===== src/rtl/cic_interpolator.sv =====
// CIC interpolator: N comb stages at the input rate, zero-stuffing upsampler,
// N integrators at the output rate, with a registered output.
module cic_interpolator #(
    parameter int WIDTH_IN  = 8,
    parameter int RATE      = 4,
    parameter int N         = 2,
    localparam int WIDTH_OUT = WIDTH_IN + (N - 1) * $clog2(RATE)
) (
    input  logic                 clk,
    input  logic                 rstn,
    input  logic [WIDTH_IN-1:0]  in,
    input  logic                 in_valid,
    output logic                 in_ready,
    output logic [WIDTH_OUT-1:0] out,
    output logic                 out_valid,
    output logic                 underrun
);

    localparam int PH_W = (RATE > 1) ? $clog2(RATE) : 1;

    if (RATE < 2 || (RATE & (RATE - 1)) != 0) begin : g_bad_rate
        $error("cic_interpolator: RATE must be a power of 2 and at least 2");
    end
    if (N < 1 || N > 6) begin : g_bad_n
        $error("cic_interpolator: N must be in 1..6");
    end

    function automatic logic signed [WIDTH_OUT-1:0] sext(input logic signed [WIDTH_IN-1:0] v);
        return WIDTH_OUT'(v);
    endfunction

    logic [PH_W-1:0]             ph;
    logic                        slot;
    logic signed [WIDTH_OUT-1:0] x_p0;
    logic signed [WIDTH_OUT-1:0] comb_c_p0 [N];
    logic signed [WIDTH_OUT-1:0] comb_n_p0;
    logic signed [WIDTH_OUT-1:0] comb_d [N];
    logic signed [WIDTH_OUT-1:0] s_p1;
    logic signed [WIDTH_OUT-1:0] integ_p2 [N];
    logic signed [WIDTH_OUT-1:0] out_p3;
    logic [N+1:0]                vld_p;

    assign slot     = (ph == '0);
    assign in_ready = rstn & slot;
    assign x_p0     = (slot && in_valid) ? sext($signed(in)) : '0;

    always_comb begin
        logic signed [WIDTH_OUT-1:0] acc;
        acc = x_p0;
        for (int k = 0; k < N; k++) begin
            comb_c_p0[k] = acc;
            acc          = acc - comb_d[k];
        end
        comb_n_p0 = acc;
    end

    // Control: ph wraps on its own because RATE is a power of 2
    always_ff @(posedge clk or negedge rstn) begin
        if (!rstn) begin
            ph       <= '0;
            underrun <= 1'b0;
            vld_p    <= '0;
        end else begin
            ph       <= ph + 1'b1;
            underrun <= slot & ~in_valid;
            vld_p    <= {vld_p[N:0], 1'b1};
        end
    end

    // Stage p0 -> p1: comb delays advance only on slot edges; zero stuffing otherwise
    always_ff @(posedge clk or negedge rstn) begin
        if (!rstn) begin
            for (int k = 0; k < N; k++) comb_d[k] <= '0;
            s_p1 <= '0;
        end else begin
            if (slot) begin
                for (int k = 0; k < N; k++) comb_d[k] <= comb_c_p0[k];
            end
            s_p1 <= slot ? comb_n_p0 : '0;
        end
    end

    // Stage p1 -> p2 -> p3: integrator chain, then output register
    always_ff @(posedge clk or negedge rstn) begin
        if (!rstn) begin
            for (int k = 0; k < N; k++) integ_p2[k] <= '0;
            out_p3 <= '0;
        end else begin
            integ_p2[0] <= integ_p2[0] + s_p1;
            for (int k = 1; k < N; k++) integ_p2[k] <= integ_p2[k] + integ_p2[k-1];
            out_p3 <= integ_p2[N-1];
        end
    end

    assign out       = out_p3;
    assign out_valid = vld_p[N+1];

endmodule

===== config.mk =====
export PLATFORM = sky130hd
export DESIGN_NAME = cic_interpolator
export DESIGN_NICKNAME = d
export VERILOG_FILES = /design/src/rtl/cic_interpolator.sv
export SDC_FILE = /design/constraint.sdc
export NUM_CORES = 1
export LEC_CHECK = 0
export BUFFER_PORTS_ARGS = -buffer_cell sky130_fd_sc_hd__buf_2
export CAP_MARGIN = 10
export CORE_UTILIZATION = 45
export DETAILED_ROUTE_END_ITERATION = 10
export GPL_ROUTABILITY_DRIVEN = 0
export GPL_TIMING_DRIVEN = 0
export PLACE_DENSITY = 0.71
export SLEW_MARGIN = 15
export SYNTH_ARGS = -nofsm -noshare
export SYNTH_HDL_FRONTEND = slang
export SYNTH_SLANG_ARGS = --single-unit

===== constraint.sdc =====
create_clock -name clk -period 8.5 [get_ports clk]
set_clock_uncertainty 0.15 [all_clocks]
set_input_delay 0.85 -clock clk [delete_from_list [all_inputs] [get_ports clk]]
set_output_delay 0.85 -clock clk [all_outputs]
set_load 0.01 [all_outputs]

Yosys cells after proc, flatten, opt, wreduce, memory -nomap -nowiden
Index checks and enable logic that the tools add are counted.
- shift-type cells: 0
- bitwise gates (word level): 3
- $lt $le $gt $ge: 0
- reduce and logical (&&, ||, !) cells: 2
- multipliers: 0
- mux-type cells: 2
- div/mod/pow operators: 0
- eq/ne operators: 0
- $add $sub $neg: 5
- operator list (operator ; number):
    $add A10 B10 Y10 ; 2
    $mux W10 ; 2
    $sub A10 B10 Y10 ; 2
    $add A2 B1 Y2 const B ; 1
    $and A1 B1 Y1 ; 2
    $logic_not A2 Y1 ; 1
    $logic_and A1 B1 Y1 ; 1
    $not A1 Y1 ; 1
- RAM bits: 0
- memories kept: 0
- register bits after elaboration: 67
- bits in latches: 0
- word-level logic and storage cells: 21
- input bits: 11
- ROM bits: 0
- output and inout port bits: 13

Logic depth before layout (Yosys ltp)
Gate-level depths: netlist of the first run.
- depth in word-level cells: 6
- depth in mapped cells: 18
- mapped depth without buffers: 17

Worst setup path after synthesis of the first run
Ideal clock, no wire load.
- kind: input-to-reg
- from: input in[0]
- to: register s_p1[9]
- path slack: 4.764 ns
- cell stages on the path: 15
- arrival: 3.452 ns
- buffers on the path: 0
- library setup time: 0.133 ns
- cells stage by stage: nand3_1 > ha_1 > inv_1 > fa_1 > a21o_1 > a21oi_1 > nor2b_1 > o31a_1 > a21oi_1 > ha_1 > a2111o_1 > o22ai_1 > o21a_1 > nand2b_1 > mux2i_1
- RTL lines (item ; RTL line ; text):
    start, declared ; 11 ; input logic [WIDTH_IN-1:0] in,
    end signal, assigned ; 79 ; s_p1 <= slot ? comb_n_p0 : '0;
    end, declared ; 38 ; logic signed [WIDTH_OUT-1:0] s_p1;

==> results of run 1 <==
==> critical path, stage by stage, from the launching register on <==
cell and delay (ns):
sky130_fd_sc_hd__dfrtp_1 0.32, sky130_fd_sc_hd__inv_1 0.05, sky130_fd_sc_hd__ha_1 0.24, sky130_fd_sc_hd__clkbuf_1 0.28, sky130_fd_sc_hd__nand3_1 0.21, sky130_fd_sc_hd__ha_1 0.19
sky130_fd_sc_hd__inv_1 0.06, sky130_fd_sc_hd__fa_1 0.40, sky130_fd_sc_hd__a21o_1 0.18, sky130_fd_sc_hd__a21oi_1 0.22, sky130_fd_sc_hd__nor2b_1 0.10, sky130_fd_sc_hd__o31a_1 0.27
sky130_fd_sc_hd__a21oi_1 0.17, sky130_fd_sc_hd__ha_1 0.30, sky130_fd_sc_hd__a2111o_1 0.38, sky130_fd_sc_hd__o22ai_1 0.21, sky130_fd_sc_hd__o21a_1 0.18, sky130_fd_sc_hd__nand2b_1 0.10
sky130_fd_sc_hd__mux2i_1 0.07
==> power by group through the flow <==
stage / registers [W] / clock network [W] / logic [W]
2_1_floorplan: 0.000487 / 0 / 0.000511
3_3_place_gp: 0.000482 / 0 / 0.000608
4_1_cts: 0.000480 / 0.000274 / 0.000645
3_5_place_dp: 0.000486 / 0 / 0.000642
6_report: 0.000478 / 0.000265 / 0.000640
5_1_grt: 0.000494 / 0.000288 / 0.000737
==> cell usage after synthesis (2+ instances only) <==
cell type	instances
sky130_fd_sc_hd__xnor2_1	18
sky130_fd_sc_hd__nand3_1	5
sky130_fd_sc_hd__o31a_1	2
sky130_fd_sc_hd__fa_1	4
sky130_fd_sc_hd__and2_1	2
sky130_fd_sc_hd__and3_1	7
sky130_fd_sc_hd__nor2_1	24
sky130_fd_sc_hd__inv_1	34
sky130_fd_sc_hd__o21ai_1	5
sky130_fd_sc_hd__ha_1	36
sky130_fd_sc_hd__a21o_1	2
sky130_fd_sc_hd__a21boi_1	4
sky130_fd_sc_hd__mux2i_1	2
sky130_fd_sc_hd__xor2_1	8
sky130_fd_sc_hd__nand2b_1	6
sky130_fd_sc_hd__a21oi_1	10
sky130_fd_sc_hd__mux2_2	2
sky130_fd_sc_hd__nand2_1	20
sky130_fd_sc_hd__dfrtp_1	65
sky130_fd_sc_hd__o21ai_2	2
sky130_fd_sc_hd__a31oi_1	2
sky130_fd_sc_hd__or4_1	4
sky130_fd_sc_hd__nand4_1	2
sky130_fd_sc_hd__o211ai_1	2
sky130_fd_sc_hd__o21bai_1	9
sky130_fd_sc_hd__o21ai_0	12
sky130_fd_sc_hd__o21a_1	7
sky130_fd_sc_hd__clkbuf_1	3
sky130_fd_sc_hd__nor2b_1	11
==> cells in the final DEF (no fill, tap or decap), drive strengths merged, types with 2 or more instances in the layout <==
cell type and count:
a21boi 4, mux2i 2, a31oi 2, xor2 8, buf 25, inv 36, clkinv 3, nor2 24
o21ai 19, clkbuf 12, dfrtp 65, mux2 2, a21o 2, or4 4, nor2b 11, nand2 20
fa 4, xnor2 18, o211ai 2, o21a 7, nand2b 6, o21bai 9, and3 7, o31a 2
a21oi 11, nand3 5, nand4 2, ha 36, and2 2
==> routing by layer <==
layer  part of all wire (%)  vias up  global-route usage (%)
li1                       -     1173                       -
met1                     45     1105                    17.8
met2                     50       46                    29.9
met3                    3.7       10                    5.91
met4                    1.5        0                    5.92
met5                      0        -                       0
==> logic make-up after synthesis <==
group / synth area share [%]
compound gates: 12.8
buf+inv: 4.15
flops: 47.4
xor+xnor: 6.63
simple gates: 12.3
fa+ha+maj: 15.4
mux: 1.24
other cells: 0.109
==> per-stage QoR <==
step / hold slack (ns) / total power, W / util, % / cells / worst slack (ns)
global placement: 0.181 / 0.00109 / 50.1 / 447 / 4.32
floorplan: 0.181 / 0.000998 / - / 325 / 4.76
global route: 0.213 / 0.00152 / 53.2 / 464 / 3.95
detailed placement: 0.186 / 0.00113 / 50.4 / 448 / 4.29
CTS: 0.202 / 0.00140 / 53.2 / 464 / 4.27
finish: 0.197 / 0.00138 / 53.2 / 464 / 4.30
==> cell type report <==
class | instances | area [sq um]
sequential | 65 | 1630
clock inverter | 7 | 77.6
buffer | 4 | 15.0
timing repair buffer | 24 | 138
tap | 99 | 124
clock buffer | 9 | 124
fill | 647 | 3430
multi-input combinational | 222 | 1670
inverter | 34 | 128
==> final timing paths <==
kind / start / endpoint / slack [ns] / cells after the start
worst max-delay path: ph[0]$_DFF_PN0_ / s_p1[9]$_DFF_PN0_ / 4.30 / 18
worst min-delay path: vld_p[0]$_DFF_PN0_ / vld_p[1]$_DFF_PN0_ / 0.20 / 0
worst max register to register: ph[0]$_DFF_PN0_ / s_p1[9]$_DFF_PN0_ / 4.30 / 18
worst min register to register: vld_p[0]$_DFF_PN0_ / vld_p[1]$_DFF_PN0_ / 0.20 / 0
max in group asynchronous: rstn / comb_d[7]$_DFFE_PN0N_ / 7.43 / 2
min in group asynchronous: rstn / out[5]$_DFF_PN0_ / 0.26 / 1
==> state kept, by name, indices dropped and copies added (netlist names) <==
register,flops
integ_p2,20
vld_p,4
comb_d,18
underrun,1
out,10
s_p1,10
ph,2
==> impl_metrics.py, run 1 <==
metrics = {
    "outcome": {
        "status": "complete, no violations",
    },
    "yosys": {
        "post_synth_main_area_contributors": "sky130_fd_sc_hd__dfrtp_1 (47%), sky130_fd_sc_hd__ha_1 (13%), sky130_fd_sc_hd__xnor2_1 (4.6%)",
        "netlist.top_cell.by_area": "sky130_fd_sc_hd__dfrtp_1",
        "async_reset_ff_share_pct": 100,
        "postSynthNetCount": 376,
        "ys_seq_area_share_pct": 47.4,
        "postSynthCellCount": 325,
        "synth_top_flop_cell": "sky130_fd_sc_hd__dfrtp_1",
        "synth.distinct_cells": 44,
        "syn-mean-instance-area_sq_um": 10.6,
        "synth_enable_flop_cells": 0,
        "synth.cell_area_sq_um": 3430,
        "yosysWarningCount": 0,
        "yosys.area.top_type_share_pct": 47.4,
        "ys_ff_latch": 65,
    },
    "placed_design": {
        "detailed_placement_wirelength_estimate_mm": 3.99,
        "cell_area_after_placement_sq_um": 3700,
        "port_buffers": 23,
    },
    "sta": {
        "setup_viol_count_final": 0,
        "slew_viol_final": 0,
        "timing_hold_violations_final": 0,
        "setup_repair_after_global_routing_missed_its_margin": "no",
        "tns_ns": 0,
        "fmaxAchievable_mhz": 238,
        "timing.final.crit_period_ns": 4.20,
        "tightest_slew_ns": 0.542,
        "maxSlewHeadroom_pct": 63.8,
        "final_min_period_over_clock_period_pct": 49.5,
    },
    "final_layout": {
        "flow.area_growth_from_synthesis_pct": 13.5,
        "final_cell_area_sq_um": 3900,
        "finalNetCount": 411,
        "drive_above_1_share_pct": 12.3,
        "diodes": 0,
    },
    "setup_path": {
        "worstSetupStartpointType": "flop",
        "critical_path_class": "flop to flop",
        "cp.required_ns": 8.57,
        "worstSetupEndpointType": "flop",
        "crit_path_max_fanout": 10,
        "worst_ep_arrival_time_ns": 4.27,
    },
    "job": {
        "max_cap_violations": 0,
    },
    "cts": {
        "tritoncts": "yes",
        "cts_post_setup_buffers_inserted": 0,
        "cts.path.max_buffers": 2,
        "clock-root-buffer": "sky130_fd_sc_hd__clkbuf_8",
        "cts_sinks": 65,
        "clock_slew_at_the_register_clock_pins_of_the_worst_setup_and_hold_paths_ns": 0.08,
        "clkLatencyLatePin_ns": 0.34,
        "cts.repair.resized": 0,
        "htreeDepth": 3,
        "cts-buffers-inserted": 9,
        "number_of_hold_buffers_added_after_cts": 0,
    },
    "routing": {
        "post-route-drc-count": 0,
        "drt-total-wl_mm": 5.33,
        "post_drt_wl_per_cell_microns": 11.5,
        "drtIter0Drc": 47,
        "first_pass_iters": 4,
        "route.detailed.vias_per_inst": 5.03,
        "route.vias.total": 2334,
        "route.antenna.remaining_nets": 0,
    },
    "grt": {
        "wire_length_of_the_first_global_routing_pass_mm": 9.92,
        "grt_start_max_net_pins": 40,
        "antenna_violations_before_repair": 0,
        "grt_util_all_layers_pct": 16.5,
        "globalRouteOverflowTotal": 0,
        "number_of_global_route_vias_before_repair": 2347,
    },
    "power_and_ir_drop": {
        "netSwitchingFraction_pct": 36.8,
        "switching_power_summed_over_all_nets_w": 0.000509,
        "vdd_ir_drop_max_uv": 124,
        "power.internal_w": 0.000875,
        "seqPwrFrac_pct": 34.6,
        "total_leakage_power_nw": 1.85,
        "comb_power_share_pct": 46.2,
        "power.density_nw_per_um2": 355,
        "pwr-share-clk_pct": 19.2,
    },
    "floorplanning": {
        "design.portCount": 24,
        "chipWidth_microns": 89.4,
        "fp.coreArea_sq_um": 7330,
        "die_outline_area_sq_um": 7990,
        "die_height_microns": 89.4,
        "start_util_pct": 46.9,
        "core.rowCount": 31,
    },
    "worst_hold_path": {
        "hp-class": "flop to flop",
    },
}
(Power assumes the default switching activity.)
==> run 2: changes to the inputs <==
- clock period: 8.5 -> 3.9 ns (I/O delays scaled with it)
==> run 2 against run 1 <==
Sequential share of layout area decreased by 0.78 points. Global-route usage is 0.059 points higher. Combinational power grew 120%. Via count shrank 0.21%. Routed wire length grew 2.3%. Non-clock buffer count increased by 4. Hold slack got worse by 0.040 ns.
==> impl_metrics.py, run 2 (synthesis results as in run 1) <==
metrics = {
    "power_and_ir_drop": {
        "power.density_nw_per_um2": 766,
        "seqPwrFrac_pct": 34.3,
        "pwr-share-clk_pct": 19.1,
        "total_leakage_power_nw": 1.88,
        "switching_power_summed_over_all_nets_w": 0.00112,
        "power.internal_w": 0.00192,
        "total_power_w": 0.00304,
        "comb_power_share_pct": 46.6,
        "vdd_ir_drop_max_uv": 278,
        "netSwitchingFraction_pct": 36.8,
    },
    "setup_path": {
        "critical_r2r_capture": "s_p1[7]$_DFF_PN0_",
        "timing.critical_path.to": "s_p1[7]$_DFF_PN0_",
        "worst_ep_arrival_time_ns": 3.76,
        "cp.required_ns": 3.99,
        "worstSetupStartpointType": "flop",
        "timing.reg2reg.worst_path_depth": 18,
        "setup.reg_to_reg.worst_slack_ns": 0.23,
        "worstSetupEndpointType": "flop",
        "regToRegStartpoint": "ph[0]$_DFF_PN0_",
        "beginning_of_the_critical_path": "ph[0]$_DFF_PN0_",
        "critical_path_class": "flop to flop",
        "crit_path_max_fanout": 10,
    },
    "final_layout": {
        "flow.area_growth_from_synthesis_pct": 15.6,
        "sequential_cell_area_sq_um": 1630,
        "diodes": 0,
        "fill_cells": 642,
        "number_of_flip_flops_under_the_largest_register_name": 20,
        "drive_above_1_share_pct": 15.4,
        "finalNetCount": 415,
        "largest_registers": "integ_p2 x20, comb_d x18",
        "layout.core_utilization_pct": 54.2,
        "multi_input_area_sq_um": 1690,
        "mostFrequentLayoutCell": "sky130_fd_sc_hd__dfrtp_1",
        "mostFrequentLayoutCells": "sky130_fd_sc_hd__dfrtp_1 (65), sky130_fd_sc_hd__inv_1 (34), sky130_fd_sc_hd__ha_1 (34)",
        "largest-register": "integ_p2",
    },
    "sta": {
        "timing.final.crit_period_ns": 3.67,
        "slew_viol_final": 0,
        "final_min_period_over_clock_period_pct": 94.2,
        "setup_viol_count_final": 0,
        "fin_ws_ns": 0.227,
        "timing_hold_violations_final": 0,
        "tns_ns": 0,
        "fmaxAchievable_mhz": 272,
    },
    "routing": {
        "post-route-drc-count": 0,
        "route.vias.total": 2329,
        "drtIter0Drc": 44,
        "post_drt_wl_per_cell_microns": 11.7,
        "drt-total-wl_mm": 5.45,
        "route.antenna.remaining_nets": 0,
        "route.detailed.vias_per_inst": 4.98,
        "first_pass_iters": 4,
    },
    "cts": {
        "clock_slew_at_the_register_clock_pins_of_the_worst_setup_and_hold_paths_ns": 0.08,
        "clock-root-buffer": "sky130_fd_sc_hd__clkbuf_8",
        "cts-buffers-inserted": 9,
        "cts_sinks": 65,
        "tritoncts": "yes",
        "htreeDepth": 3,
        "cts.path.max_buffers": 2,
        "clkLatencyLatePin_ns": 0.35,
    },
    "grt": {
        "wire_length_of_the_first_global_routing_pass_mm": 9.97,
        "number_of_global_route_vias_before_repair": 2348,
        "antenna_violations_before_repair": 0,
        "globalRouteOverflowTotal": 0,
        "grt_util_all_layers_pct": 16.6,
        "grt_start_max_net_pins": 40,
    },
    "placed_design": {
        "detailed_placement_wirelength_estimate_mm": 3.99,
        "pre_cts_slack_ns": -0.294,
        "port_buffers": 23,
    },
    "outcome": {
        "status": "complete, no violations",
    },
    "floorplanning": {
        "design.portCount": 24,
        "die_height_microns": 89.4,
        "core.rowCount": 31,
        "fp.coreArea_sq_um": 7330,
        "die_outline_area_sq_um": 7990,
        "start_util_pct": 46.9,
        "chipWidth_microns": 89.4,
    },
    "worst_hold_path": {
        "hp-class": "input pin to flop",
    },
    "job": {
        "max_cap_violations": 0,
    },
}
## run 2: changes by cell type in the layout (fill, tap and decap cells not counted), moves of 2 or more
cell | previous run | this run
sky130_fd_sc_hd__clkbuf_1 | 3 | 1
sky130_fd_sc_hd__a21oi_1 | 10 | 8
sky130_fd_sc_hd__buf_4 | 1 | 5
sky130_fd_sc_hd__ha_1 | 36 | 34
sky130_fd_sc_hd__ha_2 | 0 | 2
sky130_fd_sc_hd__a21oi_2 | 1 | 3
## run 2: power by group through the flow
stage                     clock network (W)  registers (W)  logic [W]
final                              0.000580        0.00104    0.00142
after global routing               0.000627        0.00108    0.00163
after CTS                          0.000597        0.00105    0.00141
after detailed placement                  0        0.00106    0.00140
after global placement                    0        0.00105    0.00133
after floorplan                           0        0.00106    0.00111
## run 2: final cells by class
class	instances	area share (%)
Multi-Input combinational cell	222	42.6
Sequential cell	65	41.0
Timing Repair Buffer	28	4.28
Inverter	34	3.21
Clock buffer	9	3.12
Tap cell	99	3.12
Clock inverter	7	1.95
Buffer	4	0.756
## run 2: routing by layer
metal | vias to the layer above | GRT usage, % | part of all wire, %
li1 | 1181 | - | -
met1 | 1101 | 18.1 | 45
met2 | 39 | 30.0 | 50
met3 | 8 | 5.82 | 3.5
met4 | 0 | 5.63 | 1.5
met5 | - | 0 | 0
## run 2: how the worst min path moves through the flow
| stage | from | slack (ns) | cells after the start | end |
|---|---|---|---|---|
| 2_1_floorplan | rstn | -0.06 | 0 | comb_d[0]$_DFFE_PN0N_ |
| 4_1_cts | in_valid | 0.15 | 2 | underrun$_DFF_PN0_ |
| 5_1_grt | in_valid | 0.16 | 2 | underrun$_DFF_PN0_ |
| 3_3_place_gp | vld_p[2]$_DFF_PN0_ | 0.18 | 0 | vld_p[3]$_DFF_PN0_ |
| 6_report | in_valid | 0.16 | 2 | underrun$_DFF_PN0_ |
| 3_5_place_dp | rstn | 0.18 | 1 | out[1]$_DFF_PN0_ |
## run 2: worst max-delay path: stages (launching register included)
cell and delay (ns):
sky130_fd_sc_hd__dfrtp_1 0.33, sky130_fd_sc_hd__inv_1 0.05, sky130_fd_sc_hd__ha_2 0.21, sky130_fd_sc_hd__buf_8 0.15, sky130_fd_sc_hd__nand3_2 0.08, sky130_fd_sc_hd__ha_2 0.18, sky130_fd_sc_hd__inv_1 0.05, sky130_fd_sc_hd__fa_2 0.34
sky130_fd_sc_hd__a21o_1 0.18, sky130_fd_sc_hd__a21oi_2 0.16, sky130_fd_sc_hd__nor2b_1 0.08, sky130_fd_sc_hd__o31a_1 0.31, sky130_fd_sc_hd__a21oi_2 0.14, sky130_fd_sc_hd__ha_1 0.28, sky130_fd_sc_hd__a2111o_1 0.38, sky130_fd_sc_hd__o22ai_2 0.15
sky130_fd_sc_hd__buf_4 0.13, sky130_fd_sc_hd__xor2_1 0.13, sky130_fd_sc_hd__nor2_1 0.05
## run 2: through the flow
| stage | area (sq um) | hold slack, ns | cells |
|---|---|---|---|
| detailed placement | 3700 | 0.177 | 448 |
| floorplan | 3430 | -0.0556 | 325 |
| finish | 3970 | 0.158 | 468 |
| global placement | 3670 | 0.181 | 447 |
| CTS | 3930 | 0.149 | 465 |
| global route | 3970 | 0.159 | 468 |
## run 2: timing repair
| item | in CTS | in global routing |
|---|---|---|
| setup buffers | 0 | 3 |
| resized for setup | 6 | 9 |
| pin swaps | 0 | 5 |
| endpoints found under the hold margin | 27 | 0 |
| setup endpoints to repair | 2 | 3 |
| hold buffers | 1 | 0 |
